### src/rtl/pixel24_rx_sink.sv
// Receive end of the 24-bit pixel link. It buffers incoming pixels in a small
// FIFO, rebuilds the line/frame position from the sof markers, and presents
// the pixels downstream with sof/eol/eof framing. An sof that arrives while a
// frame is still in progress sets the sticky err_sync flag and realigns the
// position to (0, 0) at that pixel.
module pixel24_rx_sink #(
  parameter int DEPTH       = 4,
  parameter int LINE_WIDTH  = 8,
  parameter int FRAME_LINES = 4,
  localparam int PW  = $clog2(DEPTH),
  localparam int LVW = $clog2(DEPTH) + 1,
  localparam int CW  = $clog2(LINE_WIDTH),
  localparam int RW  = (FRAME_LINES > 1) ? $clog2(FRAME_LINES) : 1
) (
  input  logic           cp,
  input  logic           reset,
  input  logic [23:0]    in_pixel,
  input  logic           in_sof,
  input  logic           in_valid,
  output logic           in_ready,
  output logic [23:0]    out_pixel,
  output logic           out_valid,
  input  logic           out_ready,
  output logic           out_sof,
  output logic           out_eol,
  output logic           out_eof,
  output logic [CW-1:0]  col,
  output logic [RW-1:0]  row,
  output logic [LVW-1:0] level,
  output logic           err_sync,
  input  logic           err_clr
);

  localparam logic [CW-1:0]  COL_LAST = CW'(LINE_WIDTH - 1);
  localparam logic [RW-1:0]  ROW_LAST = RW'(FRAME_LINES - 1);
  localparam logic [LVW-1:0] LVL_FULL = LVW'(DEPTH);

  // Each entry holds {sof, pixel}.
  logic [24:0]    r_mem [DEPTH];
  logic [PW-1:0]  r_wr_ptr;
  logic [PW-1:0]  r_rd_ptr;
  logic [LVW-1:0] r_level;
  logic [CW-1:0]  r_col;
  logic [RW-1:0]  r_row;
  logic           r_err_sync;

  logic           w_push;
  logic           w_pop;
  logic           w_valid;
  logic [24:0]    w_head;
  logic           w_head_sof;
  logic           w_resync;
  logic [CW-1:0]  w_col;
  logic [RW-1:0]  w_row;
  logic           w_eol;
  logic [CW-1:0]  w_col_nxt;
  logic [RW-1:0]  w_row_nxt;

  assign in_ready   = (r_level != LVL_FULL);
  assign w_valid    = (r_level != '0);
  assign w_push     = in_valid & in_ready;
  assign w_pop      = w_valid & out_ready;
  assign w_head     = r_mem[r_rd_ptr];
  assign w_head_sof = w_valid & w_head[24];

  // An sof away from (0, 0) is a framing error; that pixel is shown at (0, 0).
  assign w_resync = w_head_sof & ((r_col != '0) | (r_row != '0));
  assign w_col    = w_resync ? '0 : r_col;
  assign w_row    = w_resync ? '0 : r_row;
  assign w_eol    = (w_col == COL_LAST);

  // Position after the head pixel, starting from the (possibly realigned) one.
  always_comb begin
    w_col_nxt = w_col + CW'(1);
    w_row_nxt = w_row;
    if (w_eol) begin
      w_col_nxt = '0;
      w_row_nxt = (w_row == ROW_LAST) ? '0 : w_row + RW'(1);
    end
  end

  // Storage array; contents need no reset since out_pixel is gated by out_valid.
  always_ff @(posedge cp) begin
    if (w_push) r_mem[r_wr_ptr] <= {in_sof, in_pixel};
  end

  // FIFO pointers and occupancy; pointers wrap naturally as DEPTH is a power of 2.
  always_ff @(posedge cp or negedge reset) begin
    if (!reset) begin
      r_wr_ptr <= '0;
      r_rd_ptr <= '0;
      r_level  <= '0;
    end else begin
      if (w_push) r_wr_ptr <= r_wr_ptr + PW'(1);
      if (w_pop)  r_rd_ptr <= r_rd_ptr + PW'(1);
      if (w_push && !w_pop)      r_level <= r_level + LVW'(1);
      else if (w_pop && !w_push) r_level <= r_level - LVW'(1);
    end
  end

  // Line/frame position advances only when a pixel leaves.
  always_ff @(posedge cp or negedge reset) begin
    if (!reset) begin
      r_col <= '0;
      r_row <= '0;
    end else if (w_pop) begin
      r_col <= w_col_nxt;
      r_row <= w_row_nxt;
    end
  end

  // Sticky framing error; a new violation beats a simultaneous clear.
  always_ff @(posedge cp or negedge reset) begin
    if (!reset)                r_err_sync <= 1'b0;
    else if (w_pop && w_resync) r_err_sync <= 1'b1;
    else if (err_clr)          r_err_sync <= 1'b0;
  end

  assign out_valid = w_valid;
  assign out_pixel = w_valid ? w_head[23:0] : 24'h0;
  assign out_sof   = w_head_sof;
  assign out_eol   = w_valid & w_eol;
  assign out_eof   = w_valid & w_eol & (w_row == ROW_LAST);
  assign col       = w_col;
  assign row       = w_row;
  assign level     = r_level;
  assign err_sync  = r_err_sync;

endmodule

### config.mk
export PLATFORM = sky130hd
export DESIGN_NAME = pixel24_rx_sink
export DESIGN_NICKNAME = d
export VERILOG_FILES = /design/src/rtl/pixel24_rx_sink.sv
export SDC_FILE = /design/constraint.sdc
export NUM_CORES = 1
export LEC_CHECK = 0
export CELL_PAD_IN_SITES_DETAIL_PLACEMENT = 1
export CELL_PAD_IN_SITES_GLOBAL_PLACEMENT = 1
export CORE_MARGIN = 5
export CORE_UTILIZATION = 40
export DETAILED_ROUTE_END_ITERATION = 16
export GPL_TIMING_DRIVEN = 0
export PLACE_DENSITY_LB_ADDON = 0.1
export SYNTH_ARGS = -nofsm -noshare
export SYNTH_HDL_FRONTEND = slang
export SYNTH_SLANG_ARGS = --single-unit
### constraint.sdc
create_clock -name cp -period 2.4 [get_ports cp]
set_input_delay 0.48 -clock cp [delete_from_list [all_inputs] [get_ports cp]]
set_output_delay 0.48 -clock cp [all_outputs]
set_load 0.02 [all_outputs]
-- Word level (Yosys, flattened, before mapping)
Memories as Yosys holds them, arrays and structs flattened.
Cells that the tools add are included.
- input port bits: 30
- register bits after elaboration: 13
- bits in writable memories: 100
- logic and storage cells: 45
- memories kept: 1
- add/subtract/negate cells: 6
- bitwise gates (word level): 7
- equal/unequal tests: 3
- muxes and demuxes: 12
- reductions and logical operators: 10
- memory list (memory ; words ; bits a word ; rd ports ; clocked after Yosys merged registers in ; wr ports ; RTL line ; source):
    r_mem ; 4 ; 25 ; 1 ; 0 ; 1 ; 39 ; logic [24:0] r_mem [DEPTH];
- operators by type and width (operator ; number):
    24-bit two-way mux ; 1
    3-bit two-way mux ; 4
    2-bit by 1-bit adder with 2-bit output, second input constant ; 3
    3-bit by 1-bit adder with 3-bit output, second input constant ; 2
    1-bit bitwise AND ; 6
    2-bit two-way mux ; 3
    2-bit nonzero test ; 3
    3-bit nonzero test ; 2
    1-bit two-way mux ; 4
    3-bit equality test, second input constant ; 1
    1-bit logical AND ; 3
    3-bit != test, second input constant ; 1
    3-bit by 1-bit subtractor with 3-bit output, second input constant ; 1
    2-bit equality test, second input constant ; 1
    1-bit logical NOT ; 2
    1-bit OR ; 1

-- Logic depth before layout (Yosys ltp)
Gate-level depths: netlist of the first run.
- word-level depth: 7
- gate-level depth with buffers: 9

-- Worst setup path after synthesis of the first run
Ideal clock, no wire load.
- path kind: register to output
- start point: reg r_rd_ptr[0]
- end point: out out_eof
- cell stages (with the launch flop): 8
- slack: -0.183 ns
- required time: 1.920 ns
- path buffers: 1
- arrival time: 2.103 ns
- cell sequence: dfrtp_1 > buf_6 > mux4_2 > nand2_2 > and2_1 > ha_1 > ha_1 > and3_1
- word-level cells in the longest chain between the ends: 7
- elaborated cells between the ends (all ways): 9
- ends and longest elaborated chain (what ; RTL line ; source):
    start, declared ; 41 ; logic [PW-1:0] r_rd_ptr;
    start signal, assigned ; 95 ; if (w_pop) r_rd_ptr <= r_rd_ptr + PW'(1);
    memory 4 x 25 bit ; n/a ;
    1-bit bitwise AND ; 64 ; assign w_head_sof = w_valid & w_head[24];
    1-bit bitwise AND ; 67 ; assign w_resync = w_head_sof & ((r_col != '0) | (r_row != '0));
    3-bit two-way mux ; 68 ; assign w_col = w_resync ? '0 : r_col;
    named net col[1] ; 27 ; output logic [CW-1:0] col,
    3-bit equality test ; 70 ; assign w_eol = (w_col == COL_LAST);
    1-bit bitwise AND (2 in a row) ; 123 ; assign out_eof = w_valid & w_eol & (w_row == ROW_LAST);
    end, declared ; 26 ; output logic out_eof,
The timed path passes the listed nets, and every way through them passes these cells.

-- Worst setup path after layout of the first run
- start point: reg r_rd_ptr[0]
- end point: out out_eof
- word-level cells in the longest chain between the ends: 7
- elaborated cells between the ends (all ways): 9
- ends and longest elaborated chain (what ; RTL line):
    memory 4 x 25 bit (*) ; n/a
    1-bit bitwise AND (*) ; 64
    1-bit bitwise AND (*) ; 67
    3-bit two-way mux ; 68
    3-bit equality test ; 70
    1-bit bitwise AND ; 123
    1-bit bitwise AND (*) ; 123
Every way passes the cells marked *; elsewhere a longest branch is shown, timed or not.

==> flow_summary.toml, run 1 <==
[routing]
wl_mm = 9.616
drt-initial-drc-count = 130
ant_nets = 0
viasPerCell = 4.957
drt-met1-wl_mm = 4.061
wire_per_inst_um = 19.62
dr_wl_met3_um = 486
dr_wl_met2_mm = 4.993
num_vias = 2429
maxUsedRoutingLayer = "met4"
drc = 0
first_pass_iters = 4

[setup_path]
crit_slowest_cell = "mux4_2"
reg2regPathDepth = 9
rr_endpoint = "level[2]"
endpoint_kind = "output pin"
path_class = "reg -> out"
cp_common_cell = "ha_4"
cp_top_family = "multiplexers"
crit_buf_inv = 1
cp.arrival_ns = 2.19
r2r-start = "level[1]"
worst_ep_required_time_ns = 1.92
critPathMaxFanout = 6
cp-start-kind = "register"
crit_chain = "mux4_2 -> nand2_4 -> and2_4 -> ha_4 -> ha_4 -> and3_4 -> buf_6"
r2r_setup_slack_ns = 0.18
slowest_delay_ns = 0.55

[pwr]
ir_drop_uv = 824.8
p_leak_nw = 2.334
power.density_nw_per_um2 = 1449

[yosys]
synth_seq_area_share = 0.7338
yosys.area.top_type = "edfxtp_1"
synthArstFlopShare = 0.1150
yosysUniqueCellTypes = 28
syn_area_um2 = 4536
synthesis.instances = 232
ys_warn_count = 0
avgSynthCellArea_um2 = 19.55
synthTopCellsByArea = "edfxtp_1 (66%), mux4_2 (12%), dfrtp_1 (7.2%)"
synthFlopType = "edfxtp_1"
synth-seq-cells = 113
synth_top_area_frac = 0.6621
synth_edf_count = 100
synth_nets = 271

[run]
cap_violations = 0

[cts]
clk_path_buf_depth = 2
cts_root_buf = "clkbuf_16"
cts_tree = "yes"
cts_max_level = 4
cts_buffers = 17
holdBufCountCts = 0
clock_sinks = 113
path_clk_slew_ns = 0.06
insertion_delay_ns = 0.41

[cells_and_area]
antenna_cells = 0
fill_cells = 993
syn_to_final_growth_pct = 39.23
fin_nets = 376
drive_above_1_share = 0.4400
postLayoutCoreUtil = 0.5750

[outcome]
violations = "setup timing"
status = "complete, but fails checks"

[sta]
worstMarginPinSlew_ns = 0.7303
fin_crit_ns = 2.665
fin_crit_sh = 1.110
fin_skew_ns = 0.007205
maxSlewViolCount = 0
setup_tns_ns = -3.586
worst_slack_ns = -0.2651
rsz0062_at_grt = "yes"
setup_violations = 22
slew_headroom = 0.5131
hold_violations = 0
fmax_ghz = 0.3752

[global_route]
track_usage = 0.1511
grt_pass1_wl_mm = 14.84
antenna_found_initial = 0
grt-ovfl-total = 0
grt_pass1_vias = 2710
grt_max_degree = 26

[floorplan]
die_area_um2 = 13570
num_rows = 38
ios = 68
die_y_um = 116.5
core_um2 = 10980
fp.dieW_um = 116.5
initial_core_util = 0.4130

[place]
dp_hpwl_mm = 5.543
finalWeightedCongestion = 0.7045
portBuffers = 67
dp_slack_ns = -0.7444

[min_path]
holdCritPathClass = "in -> async"
placed cells by master (no fill, tap or decap), types with 4 or more instances in the layout:
master	netlist	layout
clkinvlp_4	0	4
ha_1	8	6
and2_1	34	8
nand2_1	9	9
inv_1	6	5
buf_2	2	7
nor2_1	4	4
dfrtp_1	13	10
buf_12	0	4
and2_4	0	21
mux4_2	25	25
edfxtp_1	100	100
buf_4	1	9
clkbuf_16	0	17
clkdlybuf4s50_1	0	34
and2_2	0	5
clkinv_4	0	4
xnor2_1	4	4
buf_6	3	28
cells in the mapped netlist, types with 3 or more instances:
library cell  instances
nand2_1               9
and2_1               34
inv_1                 6
ha_1                  8
mux4_2               25
edfxtp_1            100
buf_6                 3
a21oi_1               3
xnor2_1               4
nor2_1                4
dfrtp_1              13
clkbuf_1              4
power by group:
group	internal, mW	switching, mW
Combinational	2.17	1.83
Sequential	2.63	0.178
Clock	1.43	0.919
Total	6.23	2.92
routing by layer:
| metal | GRT usage | vias to the layer above |
|---|---|---|
| met3 | 0.05389 | 6 |
| met1 | 0.1887 | 1253 |
| li1 | - | 1115 |
| met5 | 0 | - |
| met4 | 0.04640 | 0 |
| met2 | 0.2487 | 55 |
worst max path at each step:
stage	start	endpoint	slack (ns)	cells after the start
final	r_rd_ptr[0]	out_eof	-0.27	7
after global routing	r_rd_ptr[0]	out_eof	-0.35	7
after CTS	r_rd_ptr[0]	out_eof	-0.34	8
after detailed placement	level[1]	out_eof	-0.74	8
after global placement	level[1]	out_eof	-0.74	8
after floorplan	r_rd_ptr[0]	out_eof	0.004	7
flip-flops by register name (all words and copies together) (netlist names):
name and flops:
err_sync 1, r_rd_ptr 2, r_col 3, r_mem 100, level 3, r_row 2, r_wr_ptr 2
area by class of cell:
| type | count | area [um^2] | share of cell area |
|---|---|---|---|
| flip-flops and latches | 113 | 3332 | 0.5276 |
| multi-input cells | 103 | 1217 | 0.1928 |
| plain buffers | 7 | 60.06 | 0.009511 |
| clock buffers | 17 | 425.4 | 0.06737 |
| clock inverters | 15 | 136.4 | 0.02160 |
| repair buffers | 89 | 945.9 | 0.1498 |
| well taps | 140 | 175.2 | 0.02774 |
| inverters | 6 | 22.52 | 0.003566 |
through the flow:
step | std cells | area, um^2 | power [mW] | hold WS, ns
after floorplan | 232 | 4549 | 4.759 | 0.1844
after global placement | 439 | 5395 | 6.038 | 0.4855
after detailed placement | 439 | 5396 | 6.085 | 0.4898
after CTS | 484 | 6158 | 8.829 | 0.4765
after global routing | 490 | 6315 | 9.649 | 0.4877
final | 490 | 6315 | 9.149 | 0.4625
logic make-up (layout without fill, tap and decap cells):
family,Yosys count,count (layout),synth area share
DFF,113,113,0.7338
muxes,28,28,0.1313
and+or+nand+nor,51,51,0.06345
AOI/OAI and AO/OA,9,9,0.01379
xor gates and xnor gates,6,6,0.01159
buffers and inverters,16,134,0.01959
adders and majority gates,9,9,0.02648
worst reg2reg max path: cells and delay by family (launching register included):
kind                       cells  cell delay, ns
adders and majority gates      2            0.58
buffers and inverters          3            0.38
DFF                            1            0.45
AOI/OAI and AO/OA              1            0.32
xor gates and xnor gates       2            0.30
and+or+nand+nor                1            0.11
repair_timing:
item | in CTS | in global routing
cloned | 2 | 0
setup endpoints to repair | 108 | 34
pin swaps | 12 | 13
buffers inserted | 12 | 8
gates resized for setup | 164 | 55
No activity file was read; power rests on OpenSTA's default activity.
==> run 2: changes to the inputs <==
- CORE_UTILIZATION: 40 -> 45
==> flow_summary.toml, run 2 (synthesized netlist as in run 1, its figures left out) <==
[pwr]
power.density_nw_per_um2 = 1470
ir_drop_uv = 789.1
power.total_mw = 9.300
p_leak_nw = 2.340

[cts]
cts_buffers = 17
cts_root_buf = "clkbuf_8"
insertion_delay_ns = 0.51
cts_tree = "yes"
cts_max_level = 4
clk_path_buf_depth = 2
path_clk_slew_ns = 0.06
clock_sinks = 113
holdBufCountCts = 0

[sta]
fmax_ghz = 0.3549
setup_violations = 32
setup_tns_ns = -5.927
worst_slack_ns = -0.4180
worstMarginPinSlew_ns = 0.7363
hold_violations = 0
rsz0062_at_grt = "yes"
maxSlewViolCount = 0
fin_skew_ns = 0.007509
fin_crit_ns = 2.818
slew_headroom = 0.5091
fin_crit_sh = 1.174

[setup_path]
cp.arrival_ns = 2.34
cp-start-kind = "register"
rr_endpoint = "level[2]"
crit_slowest_cell = "mux4_2"
slowest_delay_ns = 0.55
critPathMaxFanout = 4
r2r_setup_slack_ns = 0.15
crit_chain = "buf_8 -> mux4_2 -> nand2_4 -> and2_4 -> ha_4 -> ha_4 -> and3_4 -> buf_6"
endpoint = "out_eof"
path_class = "reg -> out"
r2r-start = "level[1]"
cp-startpoint = "r_rd_ptr[0]"
endpoint_kind = "output pin"
cp_common_cell = "ha_4"
worst_ep_required_time_ns = 1.92
reg2regPathDepth = 10

[routing]
ant_nets = 0
drc = 0
wl_mm = 10.28
drt-initial-drc-count = 90
first_pass_iters = 4
num_vias = 2462
wire_per_inst_um = 21.37
viasPerCell = 5.119

[floorplan]
die_y_um = 110.4
num_rows = 36
fp.dieW_um = 110.4
core_um2 = 9819
initial_core_util = 0.4619
die_area_um2 = 12190
ios = 68

[place]
finalWeightedCongestion = 0.7058
portBuffers = 67
dp_hpwl_mm = 5.694

[cells_and_area]
fin_nets = 374
largest-register = "r_mem"
drive_above_1_share = 0.4425
largest_reg_flops = 100
syn_to_final_growth_pct = 39.50
layout.cells.most_common = "edfxtp_1"
antenna_cells = 0
final_cell_mix = "edfxtp_1 (100), clkdlybuf4s50_1 (33), buf_6 (27), mux4_2 (25), and2_4 (24)"

[global_route]
track_usage = 0.1788
grt_pass1_wl_mm = 15.41
grt-ovfl-total = 0
grt_max_degree = 26
grt_pass1_vias = 2710
antenna_found_initial = 0

[min_path]
holdCritPathClass = "in -> async"

[run]
cap_violations = 0

[outcome]
violations = "setup timing"
status = "complete, but fails checks"
[run 2: area by class of cell]
class,instances,area (um^2)
fillers,887,3492
inverters,6,25.02
multi-input cells,103,1225
plain buffers,9,101.3
flip-flops and latches,113,3332
repair buffers,85,888.4
well taps,133,166.4
clock buffers,19,421.7
clock inverters,13,167.7
[run 2: stage by stage]
step                      cells  worst slack [ns]  hold WS [ns]    util  instance area, um^2
final                       481           -0.4180        0.3864  0.6444                 6327
after floorplan             232          0.003771        0.1844       -                 4549
after CTS                   475           -0.4316        0.3966  0.6185                 6073
after global routing        481           -0.4820        0.4414  0.6444                 6327
after detailed placement    432           -0.7458        0.4985  0.5487                 5388
after global placement      432           -0.7018        0.4945  0.5485                 5386
[run 2: how the worst min path moves through the flow]
stage	start	end	slack (ns)	cells past startpoint
6_report	reset	r_row[1]	0.39	1
5_1_grt	reset	r_row[1]	0.44	1
4_1_cts	reset	r_row[1]	0.40	1
3_5_place_dp	r_col[2]	r_col[2]	0.50	2
3_3_place_gp	r_col[2]	r_col[2]	0.49	2
2_1_floorplan	reset	err_sync	0.18	0
[run 2: routing by layer]
metal  global-route usage  vias up  wire length (um)
met5                    0        -                 0
met4              0.07036        0               160
met3              0.04601       13               484
met2               0.2946       69              5331
met1               0.2281     1273              4304
li1                     -     1107                 -
[run 2: power by group]
| group | switching [mW] | internal [mW] |
|---|---|---|
| logic | 1.87 | 2.13 |
| clock network | 0.852 | 1.67 |
| registers | 0.155 | 2.63 |
[run 2: critical path, delay by kind of cell, from the launching register on]
family	cells	cell delay (ns)
simple gates	3	0.44
buf+inv	2	0.22
fa+ha+maj	2	0.27
flops	1	0.35
mux	1	0.55
[run 2: what timing repair did]
item                                    4_1_cts  5_1_grt
resized for setup                           168       65
endpoints found under the setup margin      109       34
gates cloned                                  0        2
buffers inserted                             12        5
pin swaps                                     4       20
==> run 3: changes to the inputs <==
- PLACE_DENSITY: default -> 0.85
- PLACE_DENSITY_LB_ADDON: 0.1 -> default
==> flow_summary.toml, run 3 (synthesized netlist as in run 1, its figures left out) <==
[cells_and_area]
finalInstanceArea_um2 = 6389
fill_cells = 868
fin_nets = 387
multi_input_area_um2 = 1230
syn_to_final_growth_pct = 40.86
largest_reg_flops = 100
seqCellArea_um2 = 3333
final_cell_mix = "edfxtp_1 (100), clkdlybuf4s50_1 (33), buf_6 (32), buf_4 (26), and2_4 (26)"
drive_above_1_share = 0.4654
layout.cells.most_common = "edfxtp_1"
largest-register = "r_mem"

[global_route]
antenna_found_initial = 0
grt_use_met2 = 0.3566
busiest_layer = "met2"
met3_usage = 0.05183
grt-ovfl-total = 0
track_usage = 0.2002
grt_max_degree = 26
grt_pass1_vias = 2841
grt_use_met1 = 0.2331
grt_pass1_wl_mm = 16.99

[sta]
rsz0062_at_grt = "yes"
setup_violations = 31
maxSlewViolCount = 0
worstMarginPinSlew_ns = 0.7602
fmax_ghz = 0.3542
fin_skew_ns = 0.009929
worst_slack_ns = -0.4232
setup_tns_ns = -7.023
slew_headroom = 0.4932
fin_crit_ns = 2.823
fin_crit_sh = 1.176
hold_violations = 0

[floorplan]
die_area_um2 = 12190
initial_core_util = 0.4619
ios = 68
core_um2 = 9819
die_y_um = 110.4
fp.dieW_um = 110.4
num_rows = 36

[routing]
first_pass_iters = 6
viasPerCell = 5.265
drt-initial-drc-count = 112
num_vias = 2606
drc = 0
ant_nets = 0
wl_mm = 11.78
wire_per_inst_um = 23.81

[outcome]
status = "complete, but fails checks"
violations = "setup timing"

[cts]
insertion_delay_ns = 0.51
clk_path_buf_depth = 2
cts_tree = "yes"
cts_root_buf = "clkbuf_8"
path_clk_slew_ns = 0.06
holdBufCountCts = 0
cts_buffers = 17
clock_sinks = 113
cts_max_level = 4

[setup_path]
r2r-start = "r_rd_ptr[0]"
worst_ep_required_time_ns = 1.92
cp.arrival_ns = 2.34
cp_top_family = "multiplexers"
slowest_delay_ns = 0.59
path_class = "reg -> out"
rr_endpoint = "r_row[0]"
critPathMaxFanout = 4
crit_slowest_cell = "mux4_2"
cp-start-kind = "register"
reg2regPathDepth = 10
crit_buf_inv = 1
r2r_setup_slack_ns = 0.11
crit_chain = "mux4_2 -> nand2_4 -> and2_4 -> ha_4 -> ha_4 -> and3_4 -> buf_6"
endpoint_kind = "output pin"
cp_common_cell = "ha_4"

[place]
place_area_um2 = 5386
finalWeightedCongestion = 0.7322
dp_hpwl_mm = 5.892
portBuffers = 67

[pwr]
ir_drop_uv = 770.2
p_leak_nw = 2.385
power.density_nw_per_um2 = 1494

[run]
cap_violations = 0

[min_path]
holdCritPathClass = "in -> async"
run 3: cell types whose count changed in the layout (fill, tap and decap cells not counted), sizes merged:
cell / before / now
clkbuf: 24 / 21
bufinv: 4 / 3
buf: 50 / 70
clkinvlp: 2 / 3
diode: 0 / 1
clkinv: 7 / 8
clkdlybuf4s15: 5 / 0
run 3: timing repair:
| action | 4_1_cts | 5_1_grt |
|---|---|---|
| buffers inserted | 21 | 12 |
| gates resized for setup | 219 | 34 |
| endpoints found under the setup margin | 134 | 34 |
| pin swaps | 20 | 5 |
| cloned | 1 | 0 |
run 3: layer usage:
| metal | vias up | wire (um) | part of all wire |
|---|---|---|---|
| met1 | 1373 | 4479 | 0.38 |
| met3 | 22 | 430 | 0.036 |
| met4 | 0 | 284 | 0.024 |
| li1 | 1136 | - | - |
| met2 | 75 | 6590 | 0.56 |
| met5 | - | 0 | 0 |
run 3: per-stage QoR:
| stage | hold WS, ns | setup WS, ns | utilization | cells | power [mW] |
|---|---|---|---|---|---|
| after floorplan | 0.1844 | 0.003771 | - | 232 | 4.759 |
| after global placement | 0.4864 | -0.6778 | 0.5485 | 432 | 5.973 |
| after detailed placement | 0.5009 | -0.7408 | 0.5485 | 432 | 6.102 |
| after CTS | 0.3696 | -0.4772 | 0.6386 | 484 | 9.222 |
| after global routing | 0.4092 | -0.4817 | 0.6504 | 494 | 9.933 |
| final | 0.3723 | -0.4232 | 0.6506 | 495 | 9.545 |
run 3: worst max path at each step:
stage | slack (ns) | from | cells after the start | to
4_1_cts | -0.48 | r_rd_ptr[0] | 8 | out_eof
2_1_floorplan | 0.004 | r_rd_ptr[0] | 7 | out_eof
6_report | -0.42 | r_rd_ptr[0] | 7 | out_eof
5_1_grt | -0.48 | r_rd_ptr[0] | 7 | out_eof
3_3_place_gp | -0.68 | level[1] | 8 | out_eof
3_5_place_dp | -0.74 | level[1] | 8 | out_eof
run 3: report_power, final:
group	switching, mW	leakage, nW	internal [mW]
sequential	0.188	1.07	2.63
combinational	2.01	1.05	2.29
clock	0.870	0.268	1.55
total	3.07	2.38	6.48
run 3: worst register-to-register path, cell delays in order (launching register included):
cell and delay [ns]:
dfrtp_2 0.41, mux4_2 0.59, nand2_4 0.11, and2_4 0.17, ha_4 0.15, ha_4 0.13
buf_4 0.10, buf_4 0.13, nand2_1 0.08, mux2i_1 0.19, a21oi_1 0.10
run 3: area by class of cell:
class	count	area share
flip-flops and latches	113	0.5217
multi-input cells	103	0.1925
repair buffers	100	0.1571
clock buffers	18	0.06541
well taps	133	0.02605
clock inverters	14	0.02291
plain buffers	7	0.01038
inverters	6	0.003525
diodes	1	0.0003917
